[src/rtl/conv2_relu_maxpool_pkg.sv]
// Shared definitions for the conv pooling stages: map geometry, pooling phase
// encoding, and the bias/saturate/ReLU and signed max helpers.
package conv2_relu_maxpool_pkg;

    localparam int CONV2_OUT_W = 14;
    localparam int CONV2_MAP_W = 8;
    localparam int CONV2_MAP_H = 8;

    // Position of the current pixel inside its 2x2 window: {row[0], col[0]}
    typedef enum logic [1:0] {
        PH_EVEN_EVEN = 2'b00,
        PH_EVEN_ODD  = 2'b01,
        PH_ODD_EVEN  = 2'b10,
        PH_ODD_ODD   = 2'b11
    } pool_phase_t;

    function automatic int max2(input int a, input int b);
        return (a > b) ? a : b;
    endfunction

    // Add bias at full precision, clamp to a w-bit signed range, then ReLU.
    function automatic int relu_sat(input int x, input int bias, input int w = CONV2_OUT_W);
        int s;
        int hi;
        int lo;
        s  = x + bias;
        hi = (1 << (w - 1)) - 1;
        lo = -(1 << (w - 1));
        if (s > hi)
            s = hi;
        else if (s < lo)
            s = lo;
        return (s < 0) ? 0 : s;
    endfunction

endpackage

[src/rtl/conv2_relu_maxpool.sv]
// Per-channel conv2 post-processing: bias with saturation, ReLU and 2x2/stride-2
// max pooling over a raster-order pixel stream, one pooled value per window.
module conv2_relu_maxpool
    import conv2_relu_maxpool_pkg::*;
#(
    parameter int                        DATA_W = CONV2_OUT_W,
    parameter int                        IMG_W  = CONV2_MAP_W,
    parameter int                        IMG_H  = CONV2_MAP_H,
    parameter logic signed [DATA_W-1:0]  BIAS   = '0
) (
    input  logic              clk,
    input  logic              rst,
    input  logic              valid_in,
    input  logic [DATA_W-1:0] data_in,
    output logic              valid_out,
    output logic [DATA_W-1:0] data_out,
    output logic              frame_done
);

    localparam int COL_W = (IMG_W > 2) ? $clog2(IMG_W) : 1;
    localparam int ROW_W = (IMG_H > 2) ? $clog2(IMG_H) : 1;
    localparam int LB_N  = IMG_W / 2;
    localparam int IDX_W = (LB_N > 1) ? $clog2(LB_N) : 1;

    logic [COL_W-1:0]  col;
    logic [ROW_W-1:0]  row;
    logic [DATA_W-1:0] h_reg;
    logic [DATA_W-1:0] line_buf [LB_N];

    pool_phase_t       phase;
    logic [IDX_W-1:0]  lb_idx;
    logic [DATA_W-1:0] r_val;
    logic [DATA_W-1:0] hmax;
    logic [DATA_W-1:0] pooled;
    logic              col_last;
    logic              row_last;

    always_comb begin
        phase    = pool_phase_t'({row[0], col[0]});
        lb_idx   = IDX_W'(col >> 1);
        col_last = (col == COL_W'(IMG_W - 1));
        row_last = (row == ROW_W'(IMG_H - 1));
        r_val    = DATA_W'(relu_sat(int'($signed(data_in)), int'(BIAS), DATA_W));
        hmax     = DATA_W'(max2(int'($signed(h_reg)), int'($signed(r_val))));
        pooled   = DATA_W'(max2(int'($signed(line_buf[lb_idx])), int'($signed(hmax))));
    end

    // Line buffer has no reset; it is always rewritten on an even row before use.
    always_ff @(posedge clk) begin
        if (rst) begin
            col        <= '0;
            row        <= '0;
            h_reg      <= '0;
            valid_out  <= 1'b0;
            data_out   <= '0;
            frame_done <= 1'b0;
        end else begin
            valid_out  <= 1'b0;
            frame_done <= 1'b0;
            if (valid_in) begin
                if (col_last) begin
                    col <= '0;
                    if (row_last)
                        row <= '0;
                    else
                        row <= row + 1'b1;
                end else begin
                    col <= col + 1'b1;
                end

                unique case (phase)
                    PH_EVEN_EVEN,
                    PH_ODD_EVEN:  h_reg <= r_val;
                    PH_EVEN_ODD:  line_buf[lb_idx] <= hmax;
                    PH_ODD_ODD: begin
                        valid_out  <= 1'b1;
                        data_out   <= pooled;
                        frame_done <= row_last && col_last;
                    end
                endcase
            end
        end
    end

endmodule

[config.mk]
export PLATFORM = sky130hd
export DESIGN_NAME = conv2_relu_maxpool
export DESIGN_NICKNAME = d
export VERILOG_FILES = /design/src/rtl/conv2_relu_maxpool_pkg.sv /design/src/rtl/conv2_relu_maxpool.sv
export SDC_FILE = /design/constraint.sdc
export NUM_CORES = 1
export LEC_CHECK = 0
export BUFFER_PORTS_ARGS = -buffer_cell sky130_fd_sc_hd__buf_4
export CORE_UTILIZATION = 51
export CTS_CLUSTER_DIAMETER = 50
export DETAILED_ROUTE_END_ITERATION = 8
export HOLD_SLACK_MARGIN = 0.02
export PLACE_DENSITY = 0.81
export SLEW_MARGIN = 20
export SYNTH_ARGS = -nofsm -noshare
export SYNTH_HDL_FRONTEND = slang
export SYNTH_SLANG_ARGS = --single-unit
[constraint.sdc]
create_clock -name clk -period 5.9 [get_ports clk]
set_clock_uncertainty 0.2 [all_clocks]
set_input_delay 1.18 -clock clk [delete_from_list [all_inputs] [get_ports clk]]
set_output_delay 1.18 -clock clk [all_outputs]
set_load 0.03 [all_outputs]
==> parameters.txt <==
Parameter                              Value

Synth
  Number of cells produced by synthesis    between 300 and 400
  Number of enable-type register cells in the synthesized netlist    52
  Top cell type by total area after synthesis    edfxtp_1
  Most frequently used flop master after synthesis    edfxtp_1
  Proportion of register bits with asynchronous set or reset after synthesis    0
  Fraction of post-synthesis cell area in the top cell type by area    0.361
  Leading cell type by number of instances after synthesis    edfxtp_1
  Count of cell types in the netlist    just over 40
  Warning count from the yosys run    0
  Post-synthesis net count    approximately 400
  Portion of the post-synthesis area used by sequential elements    0.528
  Leading post-synthesis cells by instance count    52 x edfxtp_1, 51 x nand2_1, 40 x inv_1, 36 x dfxtp_1, 30 x ha_1
  Area of the mapped netlist    4330 um^2
  Mean instance size in the synthesized netlist    around 12 um^2
  Total of flip-flops plus latches after synthesis    just under 90
  Biggest area contributors in the synthesized netlist    edfxtp_1 36%, dfxtp_1 17%, ha_1 8.7%, mux4_2 6.2%, mux2i_4 4.7%

Die
  Core footprint    roughly 8000 um^2
  Floorplan die area    around 8900 um^2
  Top-level port count    33
  Core Rows    33
  Die Ht    roughly 94 um
  Die X-Extent    94.1 um
  Initial standard-cell utilization of the core    0.526

Clocking
  Clock tree from TritonCTS    done
  Number of buffers inserted during clock tree synthesis    9
  Maximum number of buffers from clock root to sink    2
  Clock Sinks    88
  Hold_buf cts    0
  CTS-repair resized insts    0
  Clk Tree Root Cell    clkbuf_8
  Clock network latency to the later pin of the worst-skew pair    between 0.3 and 0.4 ns
  Clock slew at the register clock pins of the worst setup and hold paths    ~0.090 ns
  Setup Buffers After CTS    0
  H-tree Lvls    3

Global routing
  Global router's overall resource usage    0.219
  Largest net degree at the start of global routing    23
  Aggregate global routing overflow    0
  Wire length of the first global-routing pass    roughly 14 mm
  Antenna violations before repair    0
  Vias in the first global route    roughly 2700

Routing
  Remaining routing DRC violations    0
  Routed WL per cell    ~17 um
  Final wirelength    about 8.6 mm
  Number of vias per cell after detailed routing    between 5 and 6
  DRT antenna net count    0
  DR iter-0 viols    between 200 and 250
  Number of iterations in the first detailed-routing pass    5
  Via count    ~2800

Critical path
  Startpoint of the most critical setup path    data_in[13]
  Worst endpoint required time    approximately 6.0 ns
  Launch instance of the worst register-to-register path    h_reg[11]
  Slowest cell on crit path    or4_4
  Critical Path End    data_out[0]
  Class of the most critical setup path    input port to flip-flop
  Total stage count of the critical path    20
  R2R Path End    data_out[0]
  Max FO, Critical Path    13
  Logic depth of the worst register-to-register path    17
  Critical path, cell by cell    buf_4 -> nor2b_1 -> inv_1 -> ha_1 -> a21oi_1 -> nor2b_1 -> or4_4 -> a41oi_2 -> a41oi_4 -> buf_12 -> mux2i_4 -> ha_1 -> nor2b_1 -> o21ai_0 -> a21oi_1 -> o31ai_1 -> o211ai_1 -> a21o_1 -> buf_4 -> o221ai_1
  Buffer and inverter count on the worst path    4
  Critical Path Most Common Cell    nor2b_1
  Delay of the slowest cell on the worst path    ~0.47 ns
  Type of element capturing the critical path    flip-flop
  Data arrival time at the worst-slack endpoint    slightly above 5 ns
  Kind of launch point of the worst setup path    input port
  Category of cells accounting for the largest share of critical-path delay    compound AO/OA/AOI/OAI gates
  Setup slack of the most critical reg-to-reg path    between 1.5 and 2 ns

STA
  Hold slack    about 0.27 ns
  Relative slew slack    0.367
  Final Hold Fails    0
  Transition at the pin with the smallest max-transition slack    0.948 ns
  Achievable Freq    approximately 0.20 GHz
  Share of the clock period used by the worst path after layout    0.867
  Period minus WS final    approximately 5.1 ns
  Summed negative setup slack over all endpoints    0 ns
  Fin. max-slew vios    0
  Final-report setup violation count    0
  Setup repair after global routing missed its margin    no

Worst hold path
  Worst min-delay path class    flip-flop to flip-flop

Power
  Static Leakage    about 1.9 nW
  Highest ir drop seen on vdd    0.000161 V
  Total internal power    0.000888 W
  Power density relative to cell area    approximately 250 nW/um^2
  Net switching power    approximately 0.00032 W
  Flop pwr share    0.555
  Switching share of total power    0.266
  Combinational share of power    0.131
  Fraction of power consumed by the clock network    0.313

Cells and area
  Fin nets    between 400 and 500
  Utilization after layout    0.591
  Post-route standard cell area excluding fillers    roughly 4900 um^2
  Flip-flop count of the largest register after layout    52
  Number of diodes    0
  Area growth, synth to finish    12.2%
  Proportion of layout cells with a drive suffix above 1    0.232

Placement
  Post-placement cell area    approximately 4700 um^2
  Detailed placer's ending HPWL    6.04 mm
  Last weighted congestion value of the routability-driven placer    between 0.8 and 0.9
  Count of input and output buffers    31

Flow run
  Reported max-cap violation count    0

Outcome
  Run status    finished, final reports clean
worst min-delay path by stage:
stage	startpoint	to	slack (ns)	cells past startpoint
2_1_floorplan	row[1]	row[1]	0.24	2
3_3_place_gp	row[2]	row[2]	0.25	2
3_5_place_dp	row[1]	row[1]	0.26	2
4_1_cts	row[1]	row[1]	0.27	2
5_1_grt	h_reg[10]	h_reg[10]	0.31	2
6_report	row[1]	row[1]	0.27	2
cell usage in the layout, fill, tap and decap left out, types with 12 or more instances in the layout:
| cell | Yosys | routed |
|---|---|---|
| nor2b_1 | 16 | 16 |
| nand2_1 | 51 | 51 |
| edfxtp_1 | 52 | 52 |
| dfxtp_1 | 36 | 36 |
| nor2_1 | 13 | 13 |
| mux4_2 | 12 | 12 |
| buf_4 | 1 | 36 |
| ha_1 | 30 | 30 |
| a21oi_1 | 27 | 27 |
| inv_1 | 40 | 40 |
worst reg2reg max path, stage by stage (launching register included):
cell and delay (ns):
dfxtp_1 0.36, ha_1 0.34, a21oi_1 0.17, nor2b_1 0.06
or4_4 0.47, a41oi_2 0.24, a41oi_4 0.06, buf_12 0.20
mux2i_4 0.21, ha_1 0.32, nor2b_1 0.13, o21ai_0 0.15
a21oi_1 0.09, o31ai_1 0.26, o211ai_1 0.21, a21o_1 0.21
buf_4 0.20, o221ai_1 0.19
layout make-up:
cell class | count | area, um^2
tap | 105 | 131
fill | 650 | 3360
timing repair buffer | 37 | 290
sequential | 88 | 2280
multi-input combinational | 211 | 1820
inverter | 41 | 154
clock inverter | 7 | 52.6
clock buffer | 9 | 124
metal layers:
layer | vias up | share of wire | GRT usage
met2 | 99 | 0.48 | 0.349
met4 | 0 | 0.022 | 0.0949
met5 | - | 0 | 0
met1 | 1318 | 0.44 | 0.295
met3 | 17 | 0.058 | 0.0380
li1 | 1340 | - | -
power by group through the flow:
stage | Sequential (W) | Clock (W) | Combinational [W]
4_1_cts | 0.000672 | 0.000388 | 0.000159
3_3_place_gp | 0.000685 | 0 | 0.000152
5_1_grt | 0.000673 | 0.000412 | 0.000176
3_5_place_dp | 0.000686 | 0 | 0.000158
6_report | 0.000672 | 0.000379 | 0.000159
2_1_floorplan | 0.000680 | 0 | 0.000125
kinds of logic (layout without fill, tap and decap cells):
kind of cell | count (synthesis) | count (layout) | share of synthesized area
other | 1 | 1 | 0.000867
adder cells (fa/ha/maj) | 30 | 30 | 0.0868
multiplexers | 28 | 28 | 0.126
buffers and inverters | 55 | 94 | 0.0529
AND/OR/NAND/NOR | 99 | 99 | 0.107
AO/OA/AOI/OAI | 53 | 53 | 0.0989
flip-flops | 88 | 88 | 0.528
metrics by stage:
step	worst slack [ns]	cells	total power [W]
4_1_cts	0.814	498	0.00122
5_1_grt	0.438	498	0.00126
3_3_place_gp	0.597	482	0.000837
6_report	0.784	498	0.00121
3_5_place_dp	0.457	482	0.000844
2_1_floorplan	0.491	354	0.000805
(Power assumes the default switching activity.)
